### src/rtl/mod_updown_counter.sv
// Up/down modulo counter with clamped preload, registered wrap pulse and sticky wrap flags.
// Latency 1 cycle; no backpressure. Define COUNTER_SATURATE_EN to hold at the bounds instead of wrapping.
module mod_updown_counter #(
  parameter int WIDTH   = 4,
  parameter int MODULUS = 16
) (
  input  logic             Clock,
  input  logic             Reset,
  input  logic             En,
  input  logic             Up,
  input  logic             Load,
  input  logic [WIDTH-1:0] Load_Value,
  input  logic             Clear_Flag,
  output logic [WIDTH-1:0] Counter_Out,
  output logic             Terminal,
  output logic             blow_up,
  output logic             underflow
);

  // MODULUS-1 always fits in WIDTH bits, even when MODULUS == 2**WIDTH.
  localparam logic [WIDTH-1:0] MAX_VAL  = WIDTH'(MODULUS - 1);
  localparam logic [WIDTH-1:0] ZERO_VAL = '0;
  localparam logic [WIDTH-1:0] ONE_VAL  = WIDTH'(1);

`ifdef COUNTER_SATURATE_EN
  localparam logic [WIDTH-1:0] UP_BOUND_NEXT = MAX_VAL;
  localparam logic [WIDTH-1:0] DN_BOUND_NEXT = ZERO_VAL;
`else
  localparam logic [WIDTH-1:0] UP_BOUND_NEXT = ZERO_VAL;
  localparam logic [WIDTH-1:0] DN_BOUND_NEXT = MAX_VAL;
`endif

  logic             at_max;
  logic             at_min;
  logic             step_up;
  logic             step_dn;
  logic             set_bu;
  logic             set_uf;
  logic [WIDTH-1:0] load_clamped;
  logic [WIDTH-1:0] cnt_nxt;

  assign at_max       = (Counter_Out == MAX_VAL);
  assign at_min       = (Counter_Out == ZERO_VAL);
  assign step_up      = !Load && En && Up;
  assign step_dn      = !Load && En && !Up;
  assign set_bu       = step_up && at_max;
  assign set_uf       = step_dn && at_min;
  assign load_clamped = (Load_Value > MAX_VAL) ? MAX_VAL : Load_Value;

  always_comb begin
    cnt_nxt = Counter_Out;
    if (Load) begin
      cnt_nxt = load_clamped;
    end else if (step_up) begin
      cnt_nxt = at_max ? UP_BOUND_NEXT : (Counter_Out + ONE_VAL);
    end else if (step_dn) begin
      cnt_nxt = at_min ? DN_BOUND_NEXT : (Counter_Out - ONE_VAL);
    end
  end

  // A set event in the same cycle as Clear_Flag keeps the flag high.
  always_ff @(posedge Clock) begin
    if (!Reset) begin
      Counter_Out <= '0;
      Terminal    <= 1'b0;
      blow_up     <= 1'b0;
      underflow   <= 1'b0;
    end else begin
      Counter_Out <= cnt_nxt;
      Terminal    <= set_bu || set_uf;
      blow_up     <= set_bu || (blow_up && !Clear_Flag);
      underflow   <= set_uf || (underflow && !Clear_Flag);
    end
  end

endmodule

### config.mk
export PLATFORM = sky130hd
export DESIGN_NAME = mod_updown_counter
export DESIGN_NICKNAME = d
export VERILOG_FILES = /design/src/rtl/mod_updown_counter.sv
export SDC_FILE = /design/constraint.sdc
export NUM_CORES = 1
export LEC_CHECK = 0
export ABC_AREA = 1
export CAP_MARGIN = 20
export CORE_AREA = 4 4 41 43
export CTS_CLUSTER_SIZE = 20
export DETAILED_ROUTE_END_ITERATION = 8
export DIE_AREA = 0 0 45 47
export DONT_BUFFER_PORTS = 1
export PLACE_DENSITY = 0.5
export SETUP_SLACK_MARGIN = 0.5
export SYNTH_ARGS = -nofsm -noshare
export SYNTH_HDL_FRONTEND = slang
export SYNTH_SLANG_ARGS = --single-unit
export TNS_END_PERCENT = 100
### constraint.sdc
create_clock -name Clock -period 1.45 [get_ports Clock]
set_clock_uncertainty 0.2 [all_clocks]
set_input_delay 0.29 -clock Clock [delete_from_list [all_inputs] [get_ports Clock]]
set_output_delay 0.29 -clock Clock [all_outputs]
set_load 0.02 [all_outputs]
==> flow_summary.rst <==
.. list-table::
   :header-rows: 1

   * - Metric
     - Value
   * - Run status
     - finished, violations left
   * - Violations in the final reports
     - negative hold slack
   * - Number of port buffers
     - 0
   * - Kind of launch point of the worst setup path
     - register
   * - # fillers
     - 142
   * - Clock latency on the worst-skew pair
     - 0.25 ns
   * - Number of placement rows
     - 13
   * - Pwr/cell area
     - 896 nW/um^2
   * - Arrival time worst endpoint
     - 1.33 ns
   * - Final-report max-slew violation count
     - 0
   * - Placeable core region
     - 1300 sq um
   * - Leak pwr
     - 0.262 nW
   * - Leading cell types in the layout, fill and taps excluded
     - nand2_1 (15), inv_1 (8), nor2_1 (6), a21oi_1 (5)
   * - Diodes inserted
     - 0
   * - H-tree Lvls
     - 1
   * - Total via count after detailed routing
     - 434
   * - P_int
     - 376 uW
   * - Maximum fanout along the worst path
     - 6
   * - Power share of the sequential group
     - 41.4%
   * - Routed length per placed instance
     - between 10 and 15 um
   * - Maximum number of pins on one net before global-route repair
     - 8
   * - Non-filler instance count after layout
     - 93
   * - Total Wirelength
     - between 1 and 1.5 mm
   * - Actual slew at the worst max-slew pin
     - 0.273 ns
   * - Met3 track demand over resource
     - 8.43%
   * - RSZ-0062 raised after global routing
     - yes
   * - Count of final setup violators
     - 0
   * - First-pass GRT wire length
     - 1.80 mm
   * - Leading cell type in the layout, fill and taps excluded
     - nand2_1
   * - Clock Root Buffer
     - clkbuf_4
   * - Final hold viol count
     - 1
   * - Shortest period the worst path allows
     - around 1.4 ns
   * - Switching fraction of total power
     - 32.0%
   * - Share of final-layout standard cells stronger than drive strength 1
     - between 30% and 40%
   * - Die Y
     - ~47 um
   * - Routed Antenna Nets
     - 0
   * - Aggregate global-route resource usage
     - 12.4%
   * - Number of nets in the layout
     - 91
   * - Buffer levels on the longest clock path
     - 2
   * - Mapped Area
     - 459 sq um
   * - Unique cell type count in the Yosys netlist
     - 20
   * - Required time at the worst-slack endpoint
     - 1.39 ns
   * - CTS tree
     - yes
   * - Fraction of the yosys area taken by sequential cells
     - a little under a third
   * - Critical Path Sink Type
     - register
   * - Relative contribution of the clock network to total power
     - 31.9%
   * - Post-synthesis instance total
     - 68
   * - Die Span X
     - 45 um
   * - Drc violations
     - 0
   * - Max-Cap Viols
     - 0
   * - Antenna violations before repair
     - 0
   * - Detailed Place HPWL
     - about 840 um
   * - RePlAce Congestion
     - 0.719
   * - Post-route clock period utilization
     - a little over nine tenths
   * - Clock-pin slew of the registers on the worst-case setup and hold paths
     - 0.05 ns
   * - DR pass1 iterations
     - 4
   * - GRT met1 Usage
     - ~16%
   * - Worst hold margin
     - -0.0226 ns
   * - Clock Sink Count
     - 7
   * - Total congestion overflow after global routing
     - 0
   * - Max frequency
     - 0.718 GHz
   * - Number of buffers created by CTS
     - 3
   * - Syn Nets
     - 80
   * - Post-route core utilization
     - 47.5%
   * - DR vias/cell
     - 4.67
   * - Area delta synth->final
     - 34.6%
   * - Post-placement cell count
     - 87
   * - Net switching power
     - 177 uW
   * - Average cell area after synthesis
     - approximately 6.8 sq um
   * - Die Area
     - 2120 sq um
   * - Worst IR Drop VDD
     - 0.687 mV
   * - Class of the most critical setup path
     - reg2reg
   * - I/O Pins
     - 17
   * - Initial Util
     - 35.3%
   * - 1st-iter DRT viols
     - 6
   * - Global routing met2 resource utilization
     - 17.8%
   * - Power share of the combinational group
     - 26.7%
   * - Register bit count reported by yosys
     - 7
   * - Headroom to the max-slew limit
     - 81.7%
   * - Ys Warns
     - 0
   * - Class of the tightest hold or removal check
     - in2reg
   * - GRT Max-Usage Layer
     - met2
   * - Number of global-route vias before repair
     - 415
[critical path: stages (launching register included)]
cell and delay, ns:
dfxtp_4 0.43, inv_4 0.05, ha_4 0.16, nand2_4 0.06
nand2_2 0.04, nand2_1 0.06, nand3_1 0.06, nand2_1 0.06
nand2_1 0.05, nand2_1 0.07, a21oi_2 0.05
[sequential cells by signal (all words and copies together), names as in the netlist]
signal,cells
Counter_Out,4
underflow,1
blow_up,1
Terminal,1
[final timing paths]
kind	from	endpoint	slack, ns	depth (start not counted)
hold / removal	Reset	Counter_Out[1]	-0.02	2
setup reg to reg	Counter_Out[1]	Counter_Out[3]	0.06	10
hold reg to reg	Counter_Out[3]	Counter_Out[3]	0.31	2
setup / recovery	Counter_Out[1]	Counter_Out[3]	0.06	10
[repair_timing]
action | 4_1_cts | 5_1_grt
hold endpoints to repair | 1 | 1
setup buffers | 1 | 1
pin swaps | 1 | 2
endpoints found under the setup margin | 14 | 14
resized for setup | 5 | 7
[layout make-up]
class / count / area, sq um / share of cell area, %
inverters: 11 / 46.3 / 7.49
well taps: 15 / 18.8 / 3.04
clock buffers: 4 / 26.3 / 4.25
repair buffers: 6 / 52.6 / 8.50
multi-input cells: 50 / 315 / 51.0
flip-flops and latches: 7 / 159 / 25.7
[power by group through the flow]
stage / combinational [mW] / sequential [mW] / clock (mW)
4_1_cts: 0.143 / 0.229 / 0.185
2_1_floorplan: 0.0925 / 0.239 / 0
3_5_place_dp: 0.132 / 0.233 / 0
5_1_grt: 0.167 / 0.232 / 0.202
3_3_place_gp: 0.131 / 0.233 / 0
6_report: 0.148 / 0.229 / 0.176
[cells by family (layout without fill, tap and decap cells)]
group,after synthesis,in the layout,synth area share [%]
AO/OA/AOI/OAI,12,12,15.3
buffers and inverters,11,21,8.99
adder cells (fa/ha/maj),2,2,5.45
AND/OR/NAND/NOR,33,33,34.1
XOR/XNOR,3,3,5.72
flip-flops,7,7,30.5
[routing by layer]
metal / up-vias / part of all wire (%)
met2: 14 / 46
met3: 0 / 9.6
met5: - / 0
met4: 0 / 0
li1: 237 / -
met1: 183 / 44
[synth_stat cells]
library cell   n  share of area (%)
nand2_1       17                 14
inv_1         10                8.2
a22oi_1        2                3.3
nor2_4         1                2.5
ha_1           2                5.4
inv_2          1               0.82
nor3_2         1                2.2
a21oi_2        1                1.9
xor2_1         2                3.8
xnor2_1        1                1.9
nand3_1        4                4.4
dfxtp_1        7                 31
nor2_1         7                5.7
a21oi_1        5                5.4
o21ai_0        1                1.1
a31oi_1        1                1.4
nor2_2         1                1.4
o21ai_1        2                2.2
nand2_4        1                2.5
nand3b_1       1                1.6
[metrics by stage]
| step | worst slack [ns] | instance area (sq um) | power, mW | setup TNS [ns] |
|---|---|---|---|---|
| after floorplan | 0.133 | 498 | 0.331 | 0 |
| after global placement | 0.0573 | 547 | 0.364 | 0 |
| after detailed placement | 0.0375 | 547 | 0.365 | 0 |
| after CTS | 0.0481 | 593 | 0.556 | 0 |
| after global routing | -0.0412 | 618 | 0.601 | -0.0983 |
| final | 0.0564 | 618 | 0.554 | 0 |
No activity file was read; power rests on OpenSTA's default activity.
